===== config.mk =====
export PLATFORM = sky130hd
export DESIGN_NAME = iomem_bus_ctrl
export DESIGN_NICKNAME = d
export VERILOG_FILES = /design/src/rtl/iomem_bus_ctrl.sv
export SDC_FILE = /design/constraint.sdc
export NUM_CORES = 1
export LEC_CHECK = 0
export ABC_AREA = 0
export BUFFER_PORTS_ARGS = -buffer_cell sky130_fd_sc_hd__buf_4
export CAP_MARGIN = 20
export CORE_ASPECT_RATIO = 0.8
export CORE_UTILIZATION = 35
export CTS_BUF_LIST = sky130_fd_sc_hd__clkbuf_16
export CTS_CLUSTER_SIZE = 12
export DETAILED_ROUTE_END_ITERATION = 16
export PLACE_DENSITY = 0.76
export SYNTH_ARGS = -nofsm -noshare
export SYNTH_HDL_FRONTEND = slang
export SYNTH_SLANG_ARGS = --single-unit
export TNS_END_PERCENT = 50

===== constraint.sdc =====
create_clock -name clk -period 2.2 [get_ports clk]
set_clock_uncertainty 0.1 [all_clocks]
set_input_delay 0.22 -clock clk [delete_from_list [all_inputs] [get_ports clk]]
set_output_delay 0.22 -clock clk [all_outputs]
set_load 0.05 [all_outputs]

===== src/rtl/iomem_bus_ctrl.sv =====
// iomem peripheral bus sequencer: latches each CPU access, routes it to the slave whose ID matches addr[31:24].
// Define IOMEM_TIMEOUT_EN to build the slave-timeout timer; without it ACCESS waits for s_ready forever.

module iomem_bus_ctrl #(
  parameter int                    N_SLAVES  = 4,
  parameter logic [8*N_SLAVES-1:0] SLAVE_IDS = {8'h07, 8'h05, 8'h04, 8'h03},
  parameter int                    TIMEOUT   = 255,
  parameter logic [31:0]           ERR_RDATA = 32'hFFFF_FFFF
) (
  input  logic                     clk,
  input  logic                     reset,
  input  logic                     m_valid,
  output logic                     m_ready,
  input  logic [3:0]               m_wstrb,
  input  logic [31:0]              m_addr,
  input  logic [31:0]              m_wdata,
  output logic [31:0]              m_rdata,
  output logic [N_SLAVES-1:0]      s_valid,
  input  logic [N_SLAVES-1:0]      s_ready,
  output logic [3:0]               s_wstrb,
  output logic [31:0]              s_addr,
  output logic [31:0]              s_wdata,
  input  logic [32*N_SLAVES-1:0]   s_rdata,
  output logic                     err,
  output logic [31:0]              err_addr
);

  typedef enum logic [1:0] {IDLE, DECODE, ACCESS, RESP} state_e;

  state_e                state_q, state_d;
  logic                  m_ready_q, m_ready_d;
  logic [31:0]           m_rdata_q, m_rdata_d;
  logic [N_SLAVES-1:0]   s_valid_q, s_valid_d;
  logic [3:0]            s_wstrb_q, s_wstrb_d;
  logic [31:0]           s_addr_q, s_addr_d;
  logic [31:0]           s_wdata_q, s_wdata_d;
  logic                  err_q, err_d;
  logic [31:0]           err_addr_q, err_addr_d;

  logic [N_SLAVES-1:0]   hit_vec;
  logic                  hit;
  logic                  ready_sel;
  logic [31:0]           sel_rdata;
  logic                  expire;

  // First matching slot wins, so duplicated IDs resolve to the lowest index.
  always_comb begin
    hit_vec = '0;
    hit     = 1'b0;
    for (int i = 0; i < N_SLAVES; i++) begin
      if (!hit && (s_addr_q[31:24] == SLAVE_IDS[8*i +: 8])) begin
        hit_vec[i] = 1'b1;
        hit        = 1'b1;
      end
    end
  end

  always_comb begin
    sel_rdata = '0;
    for (int i = 0; i < N_SLAVES; i++) begin
      if (s_valid_q[i]) sel_rdata = sel_rdata | s_rdata[32*i +: 32];
    end
  end

  assign ready_sel = |(s_ready & s_valid_q);

`ifdef IOMEM_TIMEOUT_EN
  localparam int              TW         = $clog2(TIMEOUT + 1);
  localparam logic [TW-1:0]   TIMER_LAST = TW'(TIMEOUT - 1);

  logic [TW-1:0] timer_q, timer_d;

  assign expire = (state_q == ACCESS) && (timer_q == TIMER_LAST);

  always_comb begin
    timer_d = timer_q;
    if (state_q == DECODE) begin
      timer_d = '0;
    end else if ((state_q == ACCESS) && !ready_sel && !expire) begin
      timer_d = timer_q + TW'(1);
    end
  end

  always_ff @(posedge clk) begin
    if (reset) timer_q <= '0;
    else       timer_q <= timer_d;
  end
`else
  assign expire = 1'b0;

  // TIMEOUT has no effect in this build.
  if (TIMEOUT < 1) begin : g_timeout_unused
  end
`endif

  always_ff @(posedge clk) begin
    if (reset) state_q <= IDLE;
    else       state_q <= state_d;
  end

  always_comb begin
    state_d = state_q;
    case (state_q)
      IDLE:    if (m_valid) state_d = DECODE;
      DECODE:  state_d = hit ? ACCESS : RESP;
      ACCESS:  if (ready_sel || expire) state_d = RESP;
      RESP:    state_d = IDLE;
      default: state_d = IDLE;
    endcase
  end

  // Outputs are registered: the values below appear on the pins after the next edge.
  always_comb begin
    m_ready_d  = 1'b0;
    m_rdata_d  = m_rdata_q;
    s_valid_d  = s_valid_q;
    s_wstrb_d  = s_wstrb_q;
    s_addr_d   = s_addr_q;
    s_wdata_d  = s_wdata_q;
    err_d      = 1'b0;
    err_addr_d = err_addr_q;
    case (state_q)
      IDLE: begin
        if (m_valid) begin
          s_addr_d  = m_addr;
          s_wdata_d = m_wdata;
          s_wstrb_d = m_wstrb;
        end
      end
      DECODE: begin
        if (hit) begin
          s_valid_d = hit_vec;
        end else begin
          m_ready_d  = 1'b1;
          m_rdata_d  = ERR_RDATA;
          err_d      = 1'b1;
          err_addr_d = s_addr_q;
        end
      end
      ACCESS: begin
        if (ready_sel) begin
          s_valid_d = '0;
          m_ready_d = 1'b1;
          m_rdata_d = sel_rdata;
        end else if (expire) begin
          s_valid_d  = '0;
          m_ready_d  = 1'b1;
          m_rdata_d  = ERR_RDATA;
          err_d      = 1'b1;
          err_addr_d = s_addr_q;
        end
      end
      default: ;
    endcase
  end

  always_ff @(posedge clk) begin
    if (reset) begin
      m_ready_q  <= 1'b0;
      m_rdata_q  <= '0;
      s_valid_q  <= '0;
      s_wstrb_q  <= '0;
      s_addr_q   <= '0;
      s_wdata_q  <= '0;
      err_q      <= 1'b0;
      err_addr_q <= '0;
    end else begin
      m_ready_q  <= m_ready_d;
      m_rdata_q  <= m_rdata_d;
      s_valid_q  <= s_valid_d;
      s_wstrb_q  <= s_wstrb_d;
      s_addr_q   <= s_addr_d;
      s_wdata_q  <= s_wdata_d;
      err_q      <= err_d;
      err_addr_q <= err_addr_d;
    end
  end

  assign m_ready  = m_ready_q;
  assign m_rdata  = m_rdata_q;
  assign s_valid  = s_valid_q;
  assign s_wstrb  = s_wstrb_q;
  assign s_addr   = s_addr_q;
  assign s_wdata  = s_wdata_q;
  assign err      = err_q;
  assign err_addr = err_addr_q;

endmodule

-- Word level (Yosys, flattened, before mapping)
Index checks and enable logic that the tools add are counted.
- register bits: 140
- bits in latches: 0
- RAM bits: 0
- bits in read-only memories: 0
- input bits: 203
- output and inout port bits: 138
- memories kept: 0
- $add $sub $neg: 0
- multiply operators: 0
- divide/modulo/power cells: 0
- $lt $le $gt $ge: 0
- equal/unequal tests: 11
- shift-type cells: 0
- mux-type cells: 24
- bitwise operators: 6
- reductions and logical operators: 15
- operator list (operator ; number):
    $mux 32 ; 6
    $or 32x32->32 ; 3
    $pmux 32 s2 ; 1
    $eq 8x3->1 const B ; 3
    $mux 1 ; 10
    $eq 8x2->1 const B ; 1
    $mux 4 ; 2
    $ne 2x2->1 const B ; 4
    $pmux 2 s4 ; 1
    $pmux 4 s2 ; 1
    $reduce_and 2->1 ; 3
    $reduce_and 3->1 ; 2
    $and 4x4->4 ; 1
    $eq 2x2->1 const B ; 2
    $mux 2 ; 2
    $reduce_or 4->1 ; 1
    $logic_and 1x1->1 ; 3
    $logic_not 1->1 ; 3
    $eq 2x1->1 const B ; 1
    $logic_not 2->1 ; 1
    $not 1->1 ; 2
    $pmux 1 s2 ; 1
    $reduce_bool 2->1 ; 1
    $reduce_or 2->1 ; 1

-- Logic depth before layout (Yosys ltp)
- word-level depth: 13
- depth in mapped cells: 8

-- Worst setup path after synthesis
OpenSTA, ideal clock, no wires.
- path kind: reg-to-reg
- start point: register s_addr_q[28], in the netlist s_addr[28]
- end point: register m_rdata_q[0], in the netlist m_rdata[0]
- library setup time: 89 ps
- data arrival time: 2324 ps
- required time: 2011 ps
- slack: -313 ps
- cell stages (with the launch flop): 9
- path through: dfxtp_1 or4_1 clkbuf_1 or4b_1 buf_2 nor2b_4 buf_6 buf_6 a311oi_2
- longest elaborated chain between the ends: 13
- elaborated cells between the ends (all ways): 16
- those cells by class: 5 x eq/ne; 4 x mux; 7 x reduce/logical
- ends and longest elaborated chain (item ; line ; RTL):
    start: declaration ; 35 ; logic [31:0] s_addr_q, s_addr_d;
    start signal: assignment ; 172 ; s_addr_q <= s_addr_d;
    $eq 8x2->1 ; 51 ; if (!hit && (s_addr_q[31:24] == SLAVE_IDS[8*i +: 8])) begin
    $mux 1 ; 51 ;
    $logic_not 1->1 ; 51 ;
    $logic_and 1x1->1 ; 51 ;
    $mux 1 ; 51 ;
    $logic_not 1->1 ; 51 ;
    $logic_and 1x1->1 ; 51 ;
    $mux 1 ; 51 ;
    $logic_not 1->1 ; 51 ;
    $logic_and 1x1->1 ; 51 ;
    $mux 1 * ; 51 ;
    $ne 2x2->1 (no line) * ; -- ;
    $reduce_and 3->1 (no line) * ; -- ;
    end signal: assignment ; 169 ; m_rdata_q <= m_rdata_d;
    end: declaration ; 32 ; logic [31:0] m_rdata_q, m_rdata_d;
Every way passes the cells marked *; elsewhere a longest branch is shown, timed or not.
A chain may end at the register's enable or synchronous reset.

-- Worst setup path in the final report
- start point: register s_addr_q[28], in the netlist s_addr[28]
- end point: register m_rdata_q[23], in the netlist m_rdata[23]
The elaborated chain is that of the path after synthesis.

==> impl_metrics.tcl <==
set metrics [dict create \
    postLayoutCellArea_um2 9960 \
    maxCapViolations 0 \
    synth-warning-count 0 \
    drtAntennaViolNets 0 \
    synth_edf_count 0 \
    wl_per_cell_um 16.8 \
    fin_setup_tns_ns 0 \
    cp_top_family "simple AND/OR/NAND/NOR gates" \
    grt_pass1_wl_um 33600 \
    status "complete, no violations" \
    path_class "flip-flop to flip-flop" \
    grt_max_degree 141 \
    netlist_instances 678 \
    drive_gt1_share_pct 40.7 \
    antenna_cells 0 \
    cp_slowest_cell "or4_4" \
    avgSynthCellArea_um2 8.52 \
    htree_levels 4 \
    syn_to_final_growth_pct 72.5 \
    critPathMaxStageDelay_ns 0.53 \
    synth_largest_area_cell "dfxtp_1" \
    async_flop_share_pct 0 \
    crit_fanout 32 \
    syn_area_um2 5780 \
    drc 0 \
    p_per_area_nw_per_um2 1210 \
    startpoint_type "flip-flop" \
    dr.pass1.iters 4 \
    final_hold_viol_count 0 \
    synth_cell_types 32 \
    grt_pass1_vias 6434 \
    hold_path_class "input port to flip-flop" \
    yosys.area.top_type_share_pct 48.5 \
    die_y_um 117 \
    r2r_cells 5 \
    cp.required_ns 2.37 \
    r2r-end "m_rdata[23]" \
    num_vias 6551 \
    synth.top_cells.by_count "nand2_1, dfxtp_1, a21oi_1, a22oi_1, clkbuf_1" \
    hpwlAfterDp_um 14400 \
    slew_viol_final 0 \
    cp-end-kind "flip-flop" \
    fp.dieW_um 146 \
    antenna_found_initial 0 \
    post_dp_cell_area_um2 8650 \
    portBuffers 340 \
    path_clk_slew_ns 0.06 \
    clockBufferDepth 2 \
    ys_top_cells_by_area "dfxtp_1, nand2_1, a21oi_1" \
    cts_tree "built" \
    place_congestion 0.824 \
    rsz0062_at_grt "yes" \
    synth_seq_cells 140 \
    min_period_ns 2.14 \
    clock_sinks 140 \
    worstMarginPinSlew_ns 0.690 \
    root_buffer "clkbuf_16" \
    hold_start "m_wdata[13]" \
    num-fill-cells 1353 \
    rr_startpoint "s_addr[28]" \
    timing.final.crit_share_pct 97.4 \
    place_inst 1191 \
    fp.dieArea_um2 17000 \
    crit_chain "or4_4, or4b_4, buf_6, a21oi_1, a311oi_2" \
    fin_nets 1271 \
    drtIter0Drc 431 \
    relSlewSlack_pct 54.0 \
    overflow 0 \
    ir_drop_uv 684 \
    synth_most_common_cell "nand2_1" \
    vias_per_cell 5.07 \
    clkLatencyLatePin_ns 0.41 \
    floorplan.initialDensity_pct 36.2 \
    coreArea_um2 16000 \
    num_io_pins 341 \
    worstPathArrival_ns 2.31 \
    p_leak_nw 4.17 \
    ys.flop_type "dfxtp_1" \
    wl_um 21700 \
    rrSetupSlack_ns 0.06 \
    numCtsBuffers 17 \
    fmax_mhz 467 \
    cp_num_buf_inv 1 \
    groute.usage.overall_pct 25.3 \
    holdPathEnd "s_wdata[13]" \
    stdcell_count 1292 \
    row_count 41 \
    seq_area_frac_synth_pct 48.5 \
    min_path_cells 3 \
    synth_fp_nets 885 \
    crit_cells 5 \
    finalSetupViolCount 0 \
]
==> per-stage QoR <==
step / power, mW / worst slack (ns) / utilization, % / hold WS [ns]
2_1_floorplan: 7.06 / -0.174 / - / 0.246
3_3_place_gp: 8.93 / 0.0369 / 54.2 / 0.342
3_5_place_dp: 9.02 / -0.0275 / 54.2 / 0.348
4_1_cts: 12.2 / 0.0125 / 62.3 / 0.00754
5_1_grt: 12.7 / -0.00567 / 62.5 / 0.0259
6_report: 12.1 / 0.0579 / 62.5 / 0.0382
==> worst reg2reg max path: stages (launching register included) <==
cell and delay, ns:
dfxtp_4 0.35, or4_4 0.53, or4b_4 0.51, buf_6 0.22, a21oi_1 0.23, a311oi_2 0.07
==> timing repair <==
item | 4_1_cts | 5_1_grt
setup buffers | 0 | 2
hold buffers | 67 | 0
hold endpoints to repair | 67 | 0
gates resized for setup | 2 | 1
endpoints found under the setup margin | 19 | 14
==> flip-flops by register name (all words and copies together), names as in the netlist <==
signal    cells
err           1
err_addr     32
m_rdata      32
m_ready       1
s_addr       32
s_valid       4
s_wdata      32
s_wstrb       4
state_q       2
==> cell usage in the layout, fill, tap and decap left out, types with 2 or more instances in the layout <==
cell type	Yosys	layout
a21oi_1	133	133
a22oi_1	66	66
a311oi_1	2	2
a311oi_2	30	30
buf_12	0	9
buf_4	0	355
bufinv_16	0	4
clkbuf_16	0	17
clkinv_2	0	2
clkinvlp_4	0	3
dfxtp_1	140	136
dfxtp_2	0	2
dfxtp_4	0	2
dlygate4sd3_1	0	67
ha_1	4	4
inv_1	3	4
inv_6	0	3
mux2i_1	4	4
nand2_1	201	200
nand2b_1	5	5
nand4_1	2	2
nand4b_1	2	2
nor2_1	3	3
nor4_1	2	2
o21ai_0	3	3
==> worst max path at each step <==
stage	start	end	slack (ns)
final	s_addr[28]	m_rdata[23]	0.06
after global routing	s_addr[28]	m_rdata[8]	-0.006
after CTS	s_addr[28]	m_rdata[9]	0.01
after detailed placement	s_addr[28]	m_rdata[23]	-0.03
after global placement	s_addr[28]	m_rdata[20]	0.04
after floorplan	s_addr[28]	m_rdata[0]	-0.17
==> layer usage <==
layer  track usage, %  routed length [µm]  vias up  part of all wire, %
met1             30.0                9030     3086                   42
met4             10.2                 499        0                  2.3
met3             6.74                1440       37                  6.6
met2             44.2               10700      255                   49
met5                0                   0        -                    0
li1                 -                   -     3173                    -
==> where the power goes <==
part	leakage [nW]	total (mW)	switching, mW	internal, mW
registers	1.15	3.51	0.367	3.14
clock network	0.299	3.01	1.11	1.90
logic	2.72	5.58	3.68	1.91
total	4.17	12.1	5.16	6.94
==> cell type report <==
class	count	area (µm²)	area share, %
Clock buffer	17	425	4.27
Clock inverter	15	195	1.96
Inverter	3	11.3	0.113
Multi-Input combinational cell	470	2720	27.3
Sequential cell	140	2810	28.2
Tap cell	215	269	2.70
Timing Repair Buffer	432	3530	35.4
==> cells by family after synthesis <==
family	Yosys count	share of synthesized area, %
muxes	4	0.693
DFF	140	48.5
buffers and inverters	68	4.96
adders and majority gates	4	0.866
AOI/OAI and AO/OA	240	29.4
and+or+nand+nor	222	15.6
Power figures use the tool's default switching activity.
